File: src/rtl/scanline_fx_pkg.sv
// rtl/scanline_fx_pkg.sv - shared constants and types for the scanline effect
package scanline_fx_pkg;

    localparam int LATENCY = 2;

    typedef logic [2:0] level_t;
    typedef logic [7:0] pix_t;

endpackage

File: src/rtl/scanline_atten.sv
// rtl/scanline_atten.sv - one colour channel: registered c*(8-L)/8 when darkened
module scanline_atten (
    input  logic       clk_sys,
    input  logic       reset,
    input  logic [7:0] pix_in,
    input  logic       darken,
    input  logic [2:0] level,
    output logic [7:0] pix_out
);

    logic [3:0]  scale;
    logic [11:0] product;
    logic [7:0]  pix_next;

    // scale of 8 is unity, so undarkened pixels share the same datapath
    assign scale    = darken ? (4'd8 - {1'b0, level}) : 4'd8;
    assign product  = {8'd0, scale} * {4'd0, pix_in};
    assign pix_next = 8'(product >> 3);

    always_ff @(posedge clk_sys) begin
        if (reset) begin
            pix_out <= 8'd0;
        end else begin
            pix_out <= pix_next;
        end
    end

endmodule

File: src/rtl/scanline_fx.sv
// rtl/scanline_fx.sv - two-stage colour expansion and scanline darkening pipeline
module scanline_fx
    import scanline_fx_pkg::*;
#(
    parameter int IN_W       = 8,
    parameter int LINE_CNT_W = 11
) (
    input  logic                  clk_sys,
    input  logic                  reset,
    input  logic                  ce_pix,
    input  logic [IN_W-1:0]       R,
    input  logic [IN_W-1:0]       G,
    input  logic [IN_W-1:0]       B,
    input  logic                  mono,
    input  logic                  HSync,
    input  logic                  VSync,
    input  logic                  HBlank,
    input  logic                  VBlank,
    input  logic                  scan_en,
    input  logic [2:0]            scan_level,
    input  logic                  scan_phase,
    input  logic                  scan_interlace,
    output logic [7:0]            VGA_R,
    output logic [7:0]            VGA_G,
    output logic [7:0]            VGA_B,
    output logic                  VGA_HS,
    output logic                  VGA_VS,
    output logic                  VGA_DE,
    output logic                  ce_pix_out,
    output logic [LINE_CNT_W-1:0] line_cnt
);

    function automatic pix_t expand(input logic [IN_W-1:0] c);
        pix_t e;
        for (int i = 0; i < 8; i++) begin
            e[7-i] = c[IN_W-1-(i % IN_W)];
        end
        return e;
    endfunction

    logic   hs_d, vs_d, hb_d, vb_d, hist_valid;
    logic   hs_fall, vs_fall, act_start, act_end;
    logic   parity, field, de_state, de_now, darken_now;
    level_t level_q;

    logic   hs1, vs1, de1, ce1, darken1;
    level_t level1;
    pix_t   r1, g1, b1;

    // edges only count once a full cycle of history has been sampled
    assign hs_fall   = hist_valid & hs_d & ~HSync;
    assign vs_fall   = hist_valid & vs_d & ~VSync;
    assign act_start = hist_valid & hb_d & ~HBlank;
    assign act_end   = hist_valid & ~hb_d & HBlank;

    assign darken_now = scan_en & (parity == (scan_phase ^ (scan_interlace & field)));

    always_comb begin
        de_now = de_state;
        if (act_start) begin
            de_now = ~vb_d;
        end else if (act_end) begin
            de_now = 1'b0;
        end
    end

    always_ff @(posedge clk_sys) begin
        if (reset) begin
            hs_d       <= 1'b0;
            vs_d       <= 1'b0;
            hb_d       <= 1'b0;
            vb_d       <= 1'b0;
            hist_valid <= 1'b0;
            parity     <= 1'b0;
            field      <= 1'b0;
            level_q    <= '0;
            de_state   <= 1'b0;
            line_cnt   <= '0;
        end else begin
            hs_d       <= HSync;
            vs_d       <= VSync;
            hb_d       <= HBlank;
            vb_d       <= VBlank;
            hist_valid <= 1'b1;
            de_state   <= de_now;
            // a frame start outranks a coincident line start
            if (vs_fall) begin
                parity  <= 1'b0;
                field   <= ~field;
                level_q <= scan_level;
            end else if (hs_fall) begin
                parity <= ~parity;
            end
            if (vs_fall) begin
                line_cnt <= '0;
            end else if (act_end && de_state && (line_cnt != '1)) begin
                line_cnt <= line_cnt + 1'b1;
            end
        end
    end

    // stage 1: expansion, mono mux and blanking
    always_ff @(posedge clk_sys) begin
        if (reset) begin
            r1      <= '0;
            g1      <= '0;
            b1      <= '0;
            hs1     <= 1'b0;
            vs1     <= 1'b0;
            de1     <= 1'b0;
            ce1     <= 1'b0;
            darken1 <= 1'b0;
            level1  <= '0;
        end else begin
            r1      <= de_now ? expand(mono ? G : R) : 8'd0;
            g1      <= de_now ? expand(G) : 8'd0;
            b1      <= de_now ? expand(mono ? G : B) : 8'd0;
            hs1     <= HSync;
            vs1     <= VSync;
            de1     <= de_now;
            ce1     <= ce_pix;
            darken1 <= darken_now;
            level1  <= level_q;
        end
    end

    // stage 2: attenuation and timing realignment
    scanline_atten u_atten_r (
        .clk_sys (clk_sys),
        .reset   (reset),
        .pix_in  (r1),
        .darken  (darken1),
        .level   (level1),
        .pix_out (VGA_R)
    );

    scanline_atten u_atten_g (
        .clk_sys (clk_sys),
        .reset   (reset),
        .pix_in  (g1),
        .darken  (darken1),
        .level   (level1),
        .pix_out (VGA_G)
    );

    scanline_atten u_atten_b (
        .clk_sys (clk_sys),
        .reset   (reset),
        .pix_in  (b1),
        .darken  (darken1),
        .level   (level1),
        .pix_out (VGA_B)
    );

    always_ff @(posedge clk_sys) begin
        if (reset) begin
            VGA_HS     <= 1'b0;
            VGA_VS     <= 1'b0;
            VGA_DE     <= 1'b0;
            ce_pix_out <= 1'b0;
        end else begin
            VGA_HS     <= hs1;
            VGA_VS     <= vs1;
            VGA_DE     <= de1;
            ce_pix_out <= ce1;
        end
    end

endmodule

File: config.mk
export PLATFORM = sky130hd
export DESIGN_NAME = scanline_fx
export DESIGN_NICKNAME = d
export VERILOG_FILES = /design/src/rtl/scanline_fx_pkg.sv /design/src/rtl/scanline_atten.sv /design/src/rtl/scanline_fx.sv
export SDC_FILE = /design/constraint.sdc
export NUM_CORES = 1
export LEC_CHECK = 0
export ABC_AREA = 1
export CAP_MARGIN = 5
export CORE_MARGIN = 1.5
export CORE_UTILIZATION = 56
export CTS_CLUSTER_SIZE = 16
export DETAILED_ROUTE_END_ITERATION = 6
export PLACE_DENSITY = 0.9
export SYNTH_ARGS = -nofsm -noshare
export SYNTH_HDL_FRONTEND = slang
export SYNTH_HIERARCHICAL = 1
export SYNTH_SLANG_ARGS = --single-unit
File: constraint.sdc
create_clock -name clk_sys -period 4.6 [get_ports clk_sys]
set_clock_uncertainty 0.1 [all_clocks]
set_input_delay 0.92 -clock clk_sys [delete_from_list [all_inputs] [get_ports clk_sys]]
set_output_delay 0.92 -clock clk_sys [all_outputs]
set_load 0.1 [all_outputs]
After elaboration in Yosys (flattened, before gate mapping)
Cells that the tools add are included.
{ "op_classes": {"n_bitwise": 19, "n_mux": 6, "n_eq_ne": 2, "addsub": 2, "n_mul": 3, "reduce_logical": 4} }
{ "ops": {"columns": ["cell", "count"], "rows": [
  ["$mul A4 B8 Y11", 3],
  ["$mux W8", 2],
  ["$add A11 B1 Y11 const B", 1],
  ["$ne A11 B11 Y1 const B", 1],
  ["$and A1 B1 Y1", 10],
  ["$not A1 Y1", 8],
  ["$mux W4", 1],
  ["$reduce_or A2 Y1", 2],
  ["$sub A4 B3 Y4 const A", 1],
  ["$mux W1", 3],
  ["$logic_and A1 B1 Y1", 2],
  ["$eq A1 B1 Y1", 1],
  ["$xor A1 B1 Y1", 1]
]} }
{ "totals": {"elab_cells": 59, "in_bits": 38, "out_inout_bits": 39, "ff_bits": 79} }

Longest topological paths before layout
{ "depth": {"ltp_word": 7, "depth_mapped": 21, "mapped_depth_nobuf": 21} }

By module
Netlist, hierarchy kept.
{ "modules_own_cells": {"columns": ["module", "cells_each", "area_per_inst_um2", "seq_area_each_um2", "instances"], "rows": [
  ["scanline_fx", 251, 1989.4, 1101.1, 1],
  ["scanline_atten (u_atten_b)", 165, 1162.4, 160.2, 1],
  ["scanline_atten (u_atten_g)", 167, 1128.6, 160.2, 1],
  ["scanline_atten (u_atten_r)", 165, 1121.1, 160.2, 1]
]} }

Least setup slack after synthesis
Ideal clock, no wire load.
{ "synth_timing": {"path_kind": "register -> register", "start": "reg level1[0]", "end": "reg u_atten_b.pix_out[5]", "synth_period_minus_slack_ns": 3.474, "t_required_ns": 4.387, "path_stages_with_launch": 20, "setup_slack_ns": 1.126, "setup_ns": 0.113, "t_arrival_ns": 3.262, "path_buffers": 0, "cell_sequence": "dfxtp_1 > inv_1 > ha_1 > xnor2_1 > nand2_1 > inv_1 > nand2_1 > fa_1 > inv_1 > fa_1 > inv_1 > fa_1 > inv_1 > nand3_1 > nand3_1 > inv_1 > o21bai_1 > nand2_1 > nand2_1 > nor2_1"} }
{ "synth_via": {"elab_chain_cells": 3} }
{ "synth_rtl": {"columns": ["item", "line", "rtl"], "rows": [
  ["start: declaration", "scanline_fx.sv:47", "level_t level1;"],
  ["start signal: assignment", "scanline_fx.sv:123", "level1 <= level_q;"],
  ["$sub A4 B3 Y4", "scanline_atten.sv:16", "assign scale = darken ? (4'd8 - {1'b0, level}) : 4'd8;"],
  ["$mux W4", "scanline_atten.sv:16", null],
  ["$mul A4 B8 Y11", "scanline_atten.sv:17", "assign product = {8'd0, scale} * {4'd0, pix_in};"],
  ["end signal: assignment", "scanline_atten.sv:24", "pix_out <= pix_next;"],
  ["end: declaration", "scanline_atten.sv:8", "output logic [7:0] pix_out"]
]} }
Every way passes these cells.
A chain may end at the register's enable or synchronous reset.

Final worst setup path
Same ends and word-level chain as after synthesis.

==> impl_results.md <==
- Min-Delay Path Depth: 2
- Number of synthesized flops with an enable pin: 0
- Post-place setup slack: 821.2 ps
- Commonest non-fill, non-tap cell in the layout: sky130_fd_sc_hd__inv_1
- Total GRT Usage: 23.79%
- Post-synthesis net count: 862
- Most Crowded Layer GR: met2
- Buffer depth of the longest clock path: 2
- List of cells traversed by the critical path: inv_1 -> ha_1 -> xnor2_1 -> nand2_1 -> inv_1 -> nand2_1 -> fa_1 -> inv_1 -> fa_1 -> inv_1 -> fa_1 -> inv_1 -> nand3_1 -> nand3_1 -> inv_1 -> o21bai_1 -> nand2_1 -> nand2_1 -> nor2_1
- WHS Endpoint: ce_pix_out
- Max-Cap Viols: 0
- Pre-antenna DRT Iters: 5
- Lkg Pwr: 3.167 nW
- Synth-to-Final Area Change: 19.99%
- Largest fanout on the critical path: 6
- Depth of the worst register-to-register path: 19
- GRT met2 Usage: 41.35%
- Vias post-DR: 4721
- Die extent in x: 101.2 um
- Delay of the slowest cell on the worst path: 560 ps
- Final worst slack: 836.1 ps
- Chip height: 101.2 um
- Starting Density: 58.18%
- Final Cycle Share: 81.82%
- Total Routed Length: 11240 um
- Synth unique cells: 28
- Antenna Nets Post-Route: 0
- Total negative slack: 0 ps
- Placer's final routability congestion estimate: 0.9605
- Ys Warns: 6
- Flop2flop setup slack: 840 ps
- Internal power consumption: 0.9684 mW
- Worst IR drop on VDD: 198.2 uV
- Endpoints failing setup: 0
- Flip-flop and latch count after synthesis: 79
- Global routing usage on met3: 4.624%
- CTS tree: built
- PD cells: 211.0 mW/mm2
- Arrival time of the worst setup path: 3930 ps
- Async S/R FF share, synth: 0%
- Achievable Freq: 265.7 MHz
- Beginning of the worst register-to-register path: level1[0]
- Worst path most repeated cell: sky130_fd_sc_hd__inv_1
- Number of CTS-inserted buffers: 9
- Nets@finish: 944
- Status: completed
- Highest-count cells in the layout ignoring fill and taps: sky130_fd_sc_hd__inv_1, sky130_fd_sc_hd__nand2_1, sky130_fd_sc_hd__nor2_1
- GR Util met1: 29.41%
- Post-CTS setup buffer count: 0
- Root Buffer Master: sky130_fd_sc_hd__clkbuf_8
- Clock sinks: 79
- Share of total power in combinational logic: 11.0%
- Final Max Slew Viols: 0
- Relative contribution of sequential cells to total power: 52.3%
- H-tree Lvls: 3
- Worst min-delay path category: register to register
- Number of violations reported at the end of detailed-routing iteration 0: 199
- Total core area: 0.009284 mm2
- Relative max-transition margin: 34.23%
- Worst Path Class, Setup: register to register
- Type of element launching the critical path: register
- Ant. Diodes: 0
- Gr ovfl total: 0
- CTS clock-pin slew for the worst setup and hold paths: 90 ps
- Setup repair after global routing missed its margin: false
- Proportion of layout cells with a drive suffix above 1: 5.988%
- Instance area after placement: 0.006296 mm2
- Die Outline Area: 0.01024 mm2
- IO Port Bufs: 76
- Ports: 77
- Cell count after synthesis: 748
- Drc violations: 0
- Initial antenna violation count: 0
- Number of cells upsized or downsized after cts: 0
- Detailed-route vias per instance: 4.897
- Utilization of the core after routing: 69.81%
- Measured slew at the worst slew-check pin: 983.5 ps
- HPWL Detailed: 9003 um
- Worst-skew pair later-pin latency: 360 ps
- Total net switching power: 0.3994 mW
- Pin count of the biggest net entering global routing: 26
- Most common flop cell mapped by yosys: sky130_fd_sc_hd__dfxtp_1
- Worst Hold Launch: ce1
- Crit. End Element: register
- Relative contribution of the clock network to total power: 36.7%
- Fin crit period: 3764 ps
- Cell Area, Synth: 0.005401 mm2
- Syn_area_per_cell: 7.221 um2
- Cell with the biggest individual delay on the critical path: sky130_fd_sc_hd__fa_1
- Post-Route Hold Slack: 307.8 ps
- Final-report hold violation count: 0
- Per-cell routed wire length: 11.66 um
- Number of hold buffers added after CTS: 0
- Via count of the first global-routing pass: 4538
- R2r endpoint: u_atten_b/pix_out[5]
- Site row count: 35
- Wire length of the first global-routing pass: 19420 um
- Post-Layout Inst Area: 0.006481 mm2
- Critical path required time: 4770 ps
- Fraction of power spent switching nets: 29.20%
- Portion of the post-synthesis area used by sequential elements: 29.28%
==> critical path, delay by kind of cell (launching register included) <==
kind            cells  cell delay [ps]
simple gates        7              620
fa+ha+maj           4             1690
buf+inv             6              520
flops               1              460
compound gates      1              160
xor+xnor            1              150
==> logic make-up (layout without fill, tap and decap cells) <==
logic type	after synthesis	count (layout)	synth area share (%)
AOI/OAI and AO/OA	82	82	7.922
xor gates and xnor gates	12	12	1.946
adders and majority gates	76	76	22.61
buffers and inverters	176	263	12.46
DFF	79	79	29.28
and+or+nand+nor	323	323	25.78
==> power by group through the flow <==
stage	Sequential, mW	Clock [mW]	Combinational (mW)
final	0.715	0.503	0.150
after global routing	0.718	0.545	0.164
after CTS	0.715	0.517	0.149
after detailed placement	0.731	0	0.149
after global placement	0.731	0	0.145
after floorplan	0.754	0	0.0632
==> through the flow <==
step	cells	power, mW
final	964	1.368
after global routing	964	1.427
after CTS	964	1.382
after detailed placement	948	0.8799
after global placement	948	0.8762
after floorplan	748	0.8171
==> layer usage <==
layer | routed length, um | up-vias | share of wire (%)
met4 | 231 | 0 | 2.1
met5 | 0 | - | 0
met3 | 506 | 18 | 4.5
met2 | 5390 | 123 | 48
li1 | - | 2418 | -
met1 | 5111 | 2162 | 45
==> sequential cells by signal, summed over array words and instances (netlist names), 3 cells and up <==
name               flops
b1                     8
u_atten_g/pix_out      8
line_cnt              11
u_atten_b/pix_out      8
u_atten_r/pix_out      8
level1                 3
r1                     8
g1                     8
level_q                3
==> worst max path at each step <==
| stage | depth (start not counted) | endpoint | startpoint | slack [ps] |
|---|---|---|---|---|
| after global placement | 19 | u_atten_b/pix_out[5] | level1[0] | 990 |
| after floorplan | 19 | u_atten_b/pix_out[5] | level1[0] | 1130 |
| after CTS | 19 | u_atten_b/pix_out[5] | level1[0] | 840 |
| after detailed placement | 19 | u_atten_b/pix_out[5] | level1[0] | 820 |
| final | 19 | u_atten_b/pix_out[5] | level1[0] | 840 |
| after global routing | 19 | u_atten_b/pix_out[5] | level1[0] | 520 |
==> Yosys cell counts, types with 2 or more instances <==
library cell,n,area share (%)
sky130_fd_sc_hd__nand3b_1,2,0.28
sky130_fd_sc_hd__xnor2_1,5,0.81
sky130_fd_sc_hd__nand2_1,136,9.5
sky130_fd_sc_hd__o21bai_1,4,0.56
sky130_fd_sc_hd__ha_1,40,9.3
sky130_fd_sc_hd__o21ai_0,17,1.6
sky130_fd_sc_hd__o21ai_1,3,0.28
sky130_fd_sc_hd__o21a_1,2,0.28
sky130_fd_sc_hd__inv_1,165,11
sky130_fd_sc_hd__nand2_2,13,1.5
sky130_fd_sc_hd__inv_2,4,0.28
sky130_fd_sc_hd__nand3_1,27,2.5
sky130_fd_sc_hd__nor2_1,127,8.8
sky130_fd_sc_hd__fa_1,36,13
sky130_fd_sc_hd__buf_2,4,0.37
sky130_fd_sc_hd__xor2_1,7,1.1
sky130_fd_sc_hd__nand3_2,4,0.74
sky130_fd_sc_hd__dfxtp_1,79,29
sky130_fd_sc_hd__a21oi_1,55,5.1
sky130_fd_sc_hd__nor2_2,4,0.46
sky130_fd_sc_hd__nor2_4,6,1.3
sky130_fd_sc_hd__nand4_1,2,0.23
==> area by class of cell <==
cell class	instances	area (um2)
Multi-Input combinational cell	493	3147
Inverter	170	638.1
Clock buffer	9	123.9
Sequential cell	79	1582
Fill cell	767	2803
Tap cell	129	161.4
Clock inverter	7	61.31
Timing Repair Buffer	77	768.2
(Power assumes the default switching activity.)
